$ cat config.mk
export PLATFORM = sky130hd
export DESIGN_NAME = pc_sequencer
export DESIGN_NICKNAME = d
export VERILOG_FILES = /design/src/rtl/pc_seq_pkg.sv /design/src/rtl/pc_ras.sv /design/src/rtl/pc_sequencer.sv
export SDC_FILE = /design/constraint.sdc
export NUM_CORES = 1
export LEC_CHECK = 0
export ABC_AREA = 0
export CAP_MARGIN = 15
export CORE_AREA = 5 5 132 134
export CTS_CLUSTER_DIAMETER = 50
export DETAILED_ROUTE_END_ITERATION = 10
export DIE_AREA = 0 0 137 139
export HOLD_SLACK_MARGIN = 0.1
export PLACE_DENSITY_LB_ADDON = 0.1
export SETUP_SLACK_MARGIN = 0.5
export SLEW_MARGIN = 5
export SYNTH_ARGS = -nofsm -noshare
export SYNTH_HDL_FRONTEND = slang
export SYNTH_SLANG_ARGS = --single-unit
$ cat constraint.sdc
create_clock -name clk -period 7.6 [get_ports clk]
set_clock_uncertainty 0.05 [all_clocks]
set_input_delay 1.52 -clock clk [delete_from_list [all_inputs] [get_ports clk]]
set_output_delay 1.52 -clock clk [all_outputs]
set_load 0.01 [all_outputs]
$ cat src/rtl/pc_seq_pkg.sv
// Shared defaults and the next-PC source encoding for the fetch PC sequencer.
// Included by pc_ras and pc_sequencer.
package pc_seq_pkg;

    localparam logic [31:0] DEF_RESET_VECTOR = 32'h0040_0000;
    localparam logic [31:0] DEF_EXC_VECTOR   = 32'h8000_0180;
    localparam int unsigned DEF_PC_INC       = 4;
    localparam int unsigned DEF_RAS_DEPTH    = 4;

    typedef enum logic [2:0] {
        SRC_RESET = 3'd0,
        SRC_EXC   = 3'd1,
        SRC_REDIR = 3'd2,
        SRC_HOLD  = 3'd3,
        SRC_CALL  = 3'd4,
        SRC_RET   = 3'd5,
        SRC_SEQ   = 3'd6
    } src_e;

endpackage

$ cat src/rtl/pc_ras.sv
// Circular return-address stack: push/pop/replace, full-push overwrites the oldest entry.
// Updates on the falling clk edge; top/empty/full are read combinationally from state.
module pc_ras
    import pc_seq_pkg::*;
#(
    parameter int unsigned W     = 32,
    parameter int unsigned DEPTH = DEF_RAS_DEPTH
) (
    input  logic         clk,
    input  logic         reset,
    input  logic         clear,
    input  logic         push,
    input  logic         pop,
    input  logic [W-1:0] push_data,
    output logic [W-1:0] top,
    output logic         empty,
    output logic         full,
    output logic         overflow
);

    localparam int unsigned PW = $clog2(DEPTH);
    localparam int unsigned CW = PW + 1;
    localparam logic [CW-1:0] DEPTH_C = CW'(DEPTH);

    logic [W-1:0]  mem [DEPTH];
    logic [PW-1:0] top_ptr;
    logic [PW-1:0] nxt_ptr;
    logic [CW-1:0] count;
    logic          replace;

    assign nxt_ptr = top_ptr + 1'b1;
    assign empty   = (count == '0);
    assign full    = (count == DEPTH_C);
    assign top     = mem[top_ptr];
    // Pop+push on a non-empty stack rewrites the top in place; on an empty stack it is a plain push.
    assign replace = push && pop && !empty;

    always_ff @(negedge clk) begin
        if (!reset) begin
            top_ptr  <= '0;
            count    <= '0;
            overflow <= 1'b0;
        end else if (clear) begin
            count <= '0;
        end else if (push && !replace) begin
            top_ptr <= nxt_ptr;
            if (full) begin
                overflow <= 1'b1;
            end else begin
                count <= count + 1'b1;
            end
        end else if (pop && !push) begin
            top_ptr <= top_ptr - 1'b1;
            count   <= count - 1'b1;
        end
    end

    always_ff @(negedge clk) begin
        if (reset && !clear && push) begin
            if (replace) begin
                mem[top_ptr] <= push_data;
            end else begin
                mem[nxt_ptr] <= push_data;
            end
        end
    end

endmodule

$ cat src/rtl/pc_sequencer.sv
// Fetch PC register with prioritised next-PC select (exc > redirect > stall > call > ret > seq) and RAS.
// New PC visible one falling edge after sampling; optional PC_ALIGN_CHECK_EN turns misaligned redirects into exceptions.
module pc_sequencer
    import pc_seq_pkg::*;
#(
    parameter int unsigned       N_BITS       = 32,
    parameter logic [N_BITS-1:0] RESET_VECTOR = N_BITS'(DEF_RESET_VECTOR),
    parameter logic [N_BITS-1:0] EXC_VECTOR   = N_BITS'(DEF_EXC_VECTOR),
    parameter int unsigned       PC_INC       = DEF_PC_INC,
    parameter int unsigned       RAS_DEPTH    = DEF_RAS_DEPTH
) (
    input  logic              clk,
    input  logic              reset,
    input  logic              enable,
    input  logic              exc_i,
    input  logic              redirect_valid_i,
    input  logic [N_BITS-1:0] redirect_pc_i,
    input  logic              call_i,
    input  logic [N_BITS-1:0] call_target_i,
    input  logic              ret_i,
    output logic [N_BITS-1:0] pc_value_o,
    output logic [N_BITS-1:0] pc_plus_o,
    output logic              ras_empty_o,
    output logic              ras_full_o,
    output logic              ras_overflow_o,
`ifdef PC_ALIGN_CHECK_EN
    output logic              misalign_o,
`endif
    output logic              ret_miss_o
);

    src_e              src;
    logic              ras_push;
    logic              ras_pop;
    logic              ras_clear;
    logic [N_BITS-1:0] ras_top;
    logic              ret_miss_d;
    logic              redir_bad;

`ifdef PC_ALIGN_CHECK_EN
    assign redir_bad = redirect_valid_i && (redirect_pc_i[1:0] != 2'b00);
`else
    assign redir_bad = 1'b0;
`endif

    assign pc_plus_o = pc_value_o + N_BITS'(PC_INC);

    always_comb begin
        src        = SRC_SEQ;
        ras_push   = 1'b0;
        ras_pop    = 1'b0;
        ret_miss_d = 1'b0;
        if (!reset) begin
            src = SRC_RESET;
        end else if (exc_i || redir_bad) begin
            src = SRC_EXC;
        end else if (redirect_valid_i) begin
            src = SRC_REDIR;
        end else if (!enable) begin
            src = SRC_HOLD;
        end else if (call_i) begin
            src      = SRC_CALL;
            ras_push = 1'b1;
            ras_pop  = ret_i;
        end else if (ret_i && !ras_empty_o) begin
            src     = SRC_RET;
            ras_pop = 1'b1;
        end else begin
            ret_miss_d = ret_i;
        end
    end

    assign ras_clear = (src == SRC_EXC);

    always_ff @(negedge clk) begin
        case (src)
            SRC_RESET: pc_value_o <= RESET_VECTOR;
            SRC_EXC:   pc_value_o <= EXC_VECTOR;
            SRC_REDIR: pc_value_o <= redirect_pc_i;
            SRC_HOLD:  pc_value_o <= pc_value_o;
            SRC_CALL:  pc_value_o <= call_target_i;
            SRC_RET:   pc_value_o <= ras_top;
            default:   pc_value_o <= pc_plus_o;
        endcase
        ret_miss_o <= ret_miss_d;
    end

`ifdef PC_ALIGN_CHECK_EN
    always_ff @(negedge clk) begin
        if (!reset) begin
            misalign_o <= 1'b0;
        end else begin
            misalign_o <= redir_bad && !exc_i;
        end
    end
`endif

    pc_ras #(
        .W     (N_BITS),
        .DEPTH (RAS_DEPTH)
    ) u_ras (
        .clk       (clk),
        .reset     (reset),
        .clear     (ras_clear),
        .push      (ras_push),
        .pop       (ras_pop),
        .push_data (pc_plus_o),
        .top       (ras_top),
        .empty     (ras_empty_o),
        .full      (ras_full_o),
        .overflow  (ras_overflow_o)
    );

endmodule

==> out/results.ini, run 1 <==
[sta]
worst_slew_margin_rel_pct=56.2
final_critical_path_setup_slack_ns=-0.0725
finalSetupViolCount=2
timing.final.hold_violations=0
slew_violations=0
transition_time_of_the_tightest_slew_check_pin_ns=0.653
rsz_0062_raised_after_global_routing=true

[final_layout]
final_nets=1009
design_area_sq_um=12300
final_core_util_pct=75.9
area.growth.synth_to_final_pct=59.9
drive_gt1_share_pct=34.6
diodes=0

[detailed_routing]
drt.antenna.violating_nets=0
drt_iter0_drc=526
post-route-drc-count=0
wl_per_cell_um=21.9
drt-vias-per-instance=5.61
detailedRoute.firstPassIterationCount=5
postRouteWirelength_mm=25.6
detailroute.via_count=6554

[setup_path]
critical-path-slowest-cell=edfxtp_1
setup.worst_path.end_class=output port
timing.critical_path.max_delay_family=simple AND/OR/NAND/NOR gates
critPathArrivalTime_ns=6.10
cp_num_buf_inv=3
worstSetupStartpointType=flop
worst_path_most_repeated_cell=nand4_1
path_max_fanout=3
critPathRequiredTime_ns=6.03
crit_type=flop to output port
slowest_delay_ns=0.45
path_cells=nand4_1, nor4_4, buf_4, buf_6, nand4_1, xnor2_2, buf_2

[yosys]
yosysSeqAreaShare_pct=64.9
yosysMostFrequentCell=edfxtp_1
yosys_most_used_dff=edfxtp_1
cell_type_with_the_largest_total_area_after_synthesis=edfxtp_1
synth_edf_count=160
async_flop_share_pct=0
synth_nets=563
syn_area_sq_um=7680
yosysWarningCount=0
post-synth-top-area-fraction_pct=62.6
post_synth.cell_area_avg_sq_um=15.7
synth_common_cells=edfxtp_1, mux4_2, nand2_1, nor2_1, xnor2_1
postSynthRegisterBits=169
synth_area_leaders=edfxtp_1, mux4_2, xnor2_1
synthesized_netlist_cell_count=490
synth.lib_cells_used.distinct=54

[grt]
gr-usage-all-layers_pct=25.7
antenna_found_initial=0
number_of_global_route_vias_before_repair=6967
globalRouteOverflowTotal=0
grt.met1_usage_pct=30.5
globalRoute.busiestLayer=met2
global_route.usage.met3_pct=8.35
grt_max_degree=31
grt_first_pass_wirelength_mm=36.5
grt_util_met2_pct=42.1

[floorplan]
floorplan.die_area_sq_um=19000
initial_core_utilization_pct=47.5
core_sq_um=16200
design.portCount=139
die_h_um=139
die_width_um=137
placementRows=47

[cts]
clkSlewWorstSetupHoldPaths_ns=0.05
cts-buffers-inserted=17
cts_tree=done
h_tree_levels=4
number_of_hold_buffers_added_after_cts=0
clock_tree.root_cell=clkbuf_16
cts_buffer_depth=2
clock-sinks=169
clk_latency_ns=0.51

[placement]
finalWeightedCongestion=0.799
dp_hpwl_mm=14.9
placed_area_sq_um=9980
port_buffers=138
placement.setup.worst_slack_ns=0.00362

[flow_run]
cap_viol_max_count=0

[power_and_ir_drop]
power.density_cell_area_nw_per_um2=211
ir_drop_mv=0.192
power.static_leakage_uw=0.00545

[hold_path]
hold_path_class=flop to flop

[status]
run_status=finished, violations left
violations=negative setup slack

## flip-flops by register name, indices dropped and copies added, names as in the netlist, named ones only
register / count
ret_miss_o: 1
u_ras.top_ptr: 2
u_ras.count: 3
pc_value_o: 32
u_ras.overflow: 1
u_ras.mem: 128
## final timing paths
kind	startpoint	end	slack, ns	cells past startpoint
min reg2reg	u_ras.overflow	u_ras.overflow	0.43	2
max	pc_value_o[23]	pc_plus_o[26]	-0.07	7
min	u_ras.overflow	u_ras.overflow	0.43	2
max reg2reg	flop	pc_value_o[26]	5.01	4
## logic make-up after synthesis
kind of cell / count (synthesis) / synth area share, %
DFF: 169 / 64.9
and+or+nand+nor: 134 / 9.30
AOI/OAI and AO/OA: 68 / 6.73
muxes: 54 / 13.0
xor gates and xnor gates: 33 / 3.76
buffers and inverters: 30 / 1.86
adders and majority gates: 2 / 0.424
## worst min-delay path, stage by stage (launching register included)
cell,delay (ns)
dfxtp_1,0.32
a31oi_1,0.05
nor2_1,0.07
## routing by layer
layer,vias up,wire length (um)
met5,-,0
met4,0,647
met3,63,2010
met2,360,13400
met1,3258,9580
li1,2873,-
## cells in the final DEF, fill, tap and decap left out, types with 13 or more instances in the layout
master             n
nor2_1            19
buf_6             32
clkbuf_16         18
o21ai_0           13
inv_1            172
a221o_1           14
buf_2             18
xnor2_2           15
buf_4            115
edfxtp_1         160
nand2_1           19
mux4_2            32
and3_1            20
clkdlybuf4s50_1  100
## repair_timing
item                                    4_1_cts  5_1_grt
endpoints found under the hold margin         0        0
cloned                                        0        1
endpoints found under the setup margin       33       98
pin swaps                                    40       41
resized for setup                           178       83
setup buffers                                38       22
## stage by stage
step           total power [uW]  hold slack (ns)  setup TNS, ns  std cells
4_1_cts                    2560            0.440              0       1146
3_3_place_gp               1460            0.412              0        908
5_1_grt                    2750            0.502         -0.620       1169
2_1_floorplan              1300            0.426              0        490
6_report                   2590            0.426         -0.104       1169
3_5_place_dp               1460            0.432              0        908
## where the power goes
| part | internal [uW] | leakage [uW] | total (uW) | switching [uW] |
|---|---|---|---|---|
| Sequential | 1050 | 0.00160 | 1070 | 16.0 |
| Clock | 553 | 0.00118 | 1220 | 666 |
| Combinational | 170 | 0.00267 | 307 | 137 |
## cell type report
| cell class | count | area, sq um |
|---|---|---|
| flip-flops and latches | 169 | 4990 |
| fillers | 978 | 3890 |
| multi-input cells | 291 | 3210 |
| repair buffers | 283 | 2580 |
| clock inverters | 184 | 777 |
| clock buffers | 17 | 425 |
| well taps | 220 | 275 |
| inverters | 5 | 23.8 |
No activity file was read; power rests on OpenSTA's default activity.
==> run 2, diff against run 1 <==
CORE_AREA = 5 5 155 157   (was 5 5 132 134)
DIE_AREA = 0 0 160 162   (was 0 0 137 139)
==> out/results.ini, run 2 (synthesized netlist as in run 1, its figures left out) <==
[cts]
clk_latency_ns=0.48
number_of_hold_buffers_added_after_cts=0
cts_tree=done
clkSlewWorstSetupHoldPaths_ns=0.05
clock_tree.root_cell=clkbuf_16
h_tree_levels=4
cts_buffer_depth=2
clock-sinks=169
cts-buffers-inserted=17

[final_layout]
layout.cells.most_common=inv_1
max_flop_register=u_ras.mem
layout.filler_cells=1905
design_area_sq_um=12900
largest_register_ffs=128
diodes=0
area.growth.synth_to_final_pct=67.4
final_nets=1041
drive_gt1_share_pct=36.7
layout_common_cells=inv_1, edfxtp_1, buf_4
reg_top3=u_ras.mem (128), pc_value_o (32), u_ras.count (3)

[sta]
final_critical_path_setup_slack_ns=-0.0126
rsz_0062_raised_after_global_routing=true
finalSetupViolCount=4
slew_violations=0
hold-worst-slack_ns=0.410
transition_time_of_the_tightest_slew_check_pin_ns=0.731
timing.final.hold_violations=0
worst_slew_margin_rel_pct=51.2

[detailed_routing]
drt.antenna.violating_nets=0
detailroute.wirelength.met3_mm=1.63
top_layer_used=met4
drt-vias-per-instance=5.10
wl_per_cell_um=21.4
detailedRoute.firstPassIterationCount=5
post-route-drc-count=0
postRouteWirelength_mm=27.1
detailroute.via_count=6454
met1_length_mm=11.4
drt_iter0_drc=421
route.met2.wl_mm=13.6

[floorplan]
die_h_um=162
design.portCount=139
initial_core_utilization_pct=34.3
placementRows=55
core_sq_um=22400
die_width_um=160
floorplan.die_area_sq_um=25900

[setup_path]
path_cells=nand4_1, nor4_4, buf_4, nand4_1, xnor2_2, buf_2
critPathArrivalTime_ns=6.04
slowest_delay_ns=0.38
crit_type=flop to output port
timing.critical_path.max_delay_family=simple AND/OR/NAND/NOR gates
critPathRequiredTime_ns=6.03
critical-path-slowest-cell=nor4_4
path_max_fanout=3
setup.reg_to_reg.worst_slack_ns=4.98
setup.worst_path.end_class=output port
worstSetupStartpointType=flop
cp_num_buf_inv=2
worst_path_most_repeated_cell=nand4_1

[grt]
number_of_global_route_vias_before_repair=7253
globalRouteOverflowTotal=0
gr-usage-all-layers_pct=20.1
grt_max_degree=33
antenna_found_initial=0
grt_first_pass_wirelength_mm=39.4

[placement]
finalWeightedCongestion=0.808
placed_area_sq_um=10100
port_buffers=138
dp_hpwl_mm=16.3
placement.setup.worst_slack_ns=-0.0138

[power_and_ir_drop]
power.static_leakage_uw=0.00564
ir_drop_mv=0.138
power.density_cell_area_nw_per_um2=210

[hold_path]
hold_path_class=flop to flop

[flow_run]
cap_viol_max_count=0

[status]
run_status=finished, violations left
violations=negative setup slack

run 2: cell count changes in the layout (fill, tap and decap cells not counted), sizes merged:
cell and change:
buf +30, clkinvlp -3, bufinv +2, clkbuf +1, clkdlybuf4s50 -1, clkinv +1, dlygate4sd2 +1, dlymetal6s2s +1
run 2: per-layer routing:
metal	vias up	global-route usage, %
met3	35	6.45
met2	252	33.1
met4	0	9.27
met1	3242	24.1
met5	-	0
li1	2925	-
run 2: where the power goes:
part	internal, uW	switching, uW	total, uW
clock	637	674	1310
combinational	180	142	322
sequential	1050	15.5	1070
run 2: through the flow:
step,total power (uW),setup TNS [ns],std cells,utilization [%]
finish,2700,-0.0224,1266,57.5
global route,2870,-0.752,1266,57.5
CTS,2700,-0.0177,1226,54.6
detailed placement,1470,-0.0138,977,45.2
global placement,1470,-0.0486,977,45.2
floorplan,1300,0,490,-
run 2: cell type report:
class / count / area, sq um / share of cell area [%]
clock buffers: 17 / 425 / 3.31
clock inverters: 184 / 868 / 6.75
inverters: 5 / 18.8 / 0.146
multi-input cells: 291 / 3240 / 25.2
flip-flops and latches: 169 / 4990 / 38.8
well taps: 285 / 357 / 2.77
repair buffers: 315 / 2960 / 23.0
run 2: worst register-to-register path, cell delays in order (launching register included):
cell	delay [ns]
edfxtp_1	0.36
nand4_1	0.20
nor4_4	0.38
buf_4	0.21
buf_12	0.12
nand4_1	0.12
xnor2_2	0.18
buf_4	0.13
buf_4	0.12
buf_4	0.14
a221o_1	0.34
run 2: path summary, 6_finish.rpt:
| path | start | endpoint | cells past startpoint |
|---|---|---|---|
| setup / recovery | pc_value_o[13] | pc_plus_o[31] | 6 |
| hold / removal | u_ras.overflow | u_ras.overflow | 2 |
| setup reg to reg | pc_value_o[13] | pc_value_o[26] | 10 |
| hold reg to reg | u_ras.overflow | u_ras.overflow | 2 |
run 2: timing repair:
item,in CTS,in global routing
cloned,0,3
gates resized for setup,207,61
setup buffers,49,37
endpoints found under the setup margin,36,140
pin swaps,46,45
==> run 3, diff against run 2 <==
--- a/constraint.sdc
+++ b/constraint.sdc
@@ -3,3 +3,3 @@
 set_input_delay 1.52 -clock clk [delete_from_list [all_inputs] [get_ports clk]]
 set_output_delay 1.52 -clock clk [all_outputs]
-set_load 0.01 [all_outputs]
+set_load 0.02 [all_outputs]
==> out/results.ini, run 3 (synthesized netlist as in run 1, its figures left out) <==
[floorplan]
die_h_um=162
floorplan.die_area_sq_um=25900
initial_core_utilization_pct=34.3
core_sq_um=22400
die_width_um=160
design.portCount=139
placementRows=55

[final_layout]
reg_top3=u_ras.mem (128), pc_value_o (32), u_ras.count (3)
layout.filler_cells=1864
max_flop_register=u_ras.mem
final_nets=1008
area.growth.synth_to_final_pct=62.4
diodes=0
layout.cells.most_common=inv_1
layout_common_cells=inv_1, edfxtp_1, buf_4
drive_gt1_share_pct=33.8
largest_register_ffs=128

[grt]
gr-usage-all-layers_pct=19.8
antenna_found_initial=0
number_of_global_route_vias_before_repair=7104
globalRouteOverflowTotal=0
grt_first_pass_wirelength_mm=38.9
grt_max_degree=33

[detailed_routing]
detailroute.via_count=6302
postRouteWirelength_mm=25.8
drt-vias-per-instance=5.11
post-route-drc-count=0
wl_per_cell_um=20.9
drt_iter0_drc=384
drt.antenna.violating_nets=0
detailedRoute.firstPassIterationCount=4

[setup_path]
critPathRequiredTime_ns=6.03
critPathArrivalTime_ns=6.09
worst_path_most_repeated_cell=buf_6
worstSetupStartpointType=flop
slowest_delay_ns=0.41
critical-path-slowest-cell=edfxtp_1
path_cells=and4_1, and3_1, nand4_1, buf_6, xnor2_4, buf_6
setup.worst_path.end_class=output port
path_max_fanout=3
crit_type=flop to output port

[sta]
slew_violations=0
timing.final.hold_violations=0
transition_time_of_the_tightest_slew_check_pin_ns=0.703
final_critical_path_setup_slack_ns=-0.0601
rsz_0062_raised_after_global_routing=true
setup_total_negative_slack_ns=-0.0693
finalSetupViolCount=2
worst_slew_margin_rel_pct=52.8

[placement]
port_buffers=138
placement.setup.worst_slack_ns=-0.252
dp_hpwl_mm=16.4
finalWeightedCongestion=0.777

[power_and_ir_drop]
share_seq_of_total_power_pct=40.8
ir_drop_mv=0.141
combinationalPowerShare_pct=12.6
power.internal_uw=1780
p_sw_uw=830
power.density_cell_area_nw_per_um2=210
clock_network_fraction_of_total_power_pct=46.6
p_sw_share_pct=31.7
power.static_leakage_uw=0.00546

[status]
run_status=finished, violations left
violations=negative setup slack

[cts]
clk_latency_ns=0.48
clock-sinks=169
clkSlewWorstSetupHoldPaths_ns=0.04
h_tree_levels=4
clock_tree.root_cell=clkbuf_16
cts-buffers-inserted=17
cts_tree=done
cts_buffer_depth=2

[flow_run]
cap_viol_max_count=0

[hold_path]
hold_path_class=flop to flop

==> run 3: per-layer routing <==
| metal | wire length (um) | part of all wire, % | up-vias | global-route usage, % |
|---|---|---|---|---|
| li1 | - | - | 2868 | - |
| met1 | 10600 | 41 | 3147 | 22.9 |
| met2 | 13000 | 50 | 254 | 32.9 |
| met3 | 1840 | 7.1 | 33 | 8.32 |
| met4 | 354 | 1.4 | 0 | 7.90 |
| met5 | 0 | 0 | - | 0 |
==> run 3: layout make-up <==
class | count | area (sq um) | area share [%]
flip-flops and latches | 169 | 4990 | 40.0
inverters | 5 | 18.8 | 0.150
multi-input cells | 291 | 3190 | 25.6
well taps | 285 | 357 | 2.86
repair buffers | 282 | 2690 | 21.6
clock inverters | 184 | 802 | 6.43
clock buffers | 17 | 425 | 3.41
==> run 3: path summary, 6_finish.rpt <==
path,from,slack (ns),cells after the start,to
worst max-delay path,pc_value_o[27],-0.06,6,pc_plus_o[31]
worst min-delay path,u_ras.overflow,0.44,2,u_ras.overflow
worst max register to register,flop,5.06,4,pc_value_o[11]
worst min register to register,u_ras.overflow,0.44,2,u_ras.overflow
==> run 3: worst max-delay path, delay by kind of cell (launching register included) <==
kind,cells,cell delay [ns]
buffers and inverters,2,0.39
flip-flops,1,0.41
XOR/XNOR,1,0.18
AND/OR/NAND/NOR,3,0.84
==> run 3: power by group through the flow <==
| stage | clock [uW] | sequential [uW] | combinational, uW |
|---|---|---|---|
| finish | 1220 | 1070 | 329 |
| global route | 1390 | 1070 | 347 |
| CTS | 1260 | 1070 | 304 |
| detailed placement | 133 | 1080 | 287 |
| global placement | 133 | 1080 | 285 |
| floorplan | 133 | 1100 | 99.6 |
==> run 3: through the flow <==
step	area [sq um]	total power [uW]	instances	utilization, %	hold WS [ns]
floorplan	7880	1330	490	-	0.426
global placement	10300	1500	979	46.0	0.410
detailed placement	10300	1500	979	46.0	0.430
CTS	12000	2630	1205	53.6	0.438
global route	12500	2810	1233	55.8	0.455
finish	12500	2610	1233	55.8	0.436
==> run 3: repair_timing <==
item                       CTS  global route
cloned                       1             1
setup endpoints to repair   33            38
resized for setup          194            69
pin swaps                   33            42
setup buffers               25            27
hold buffers                 0             0
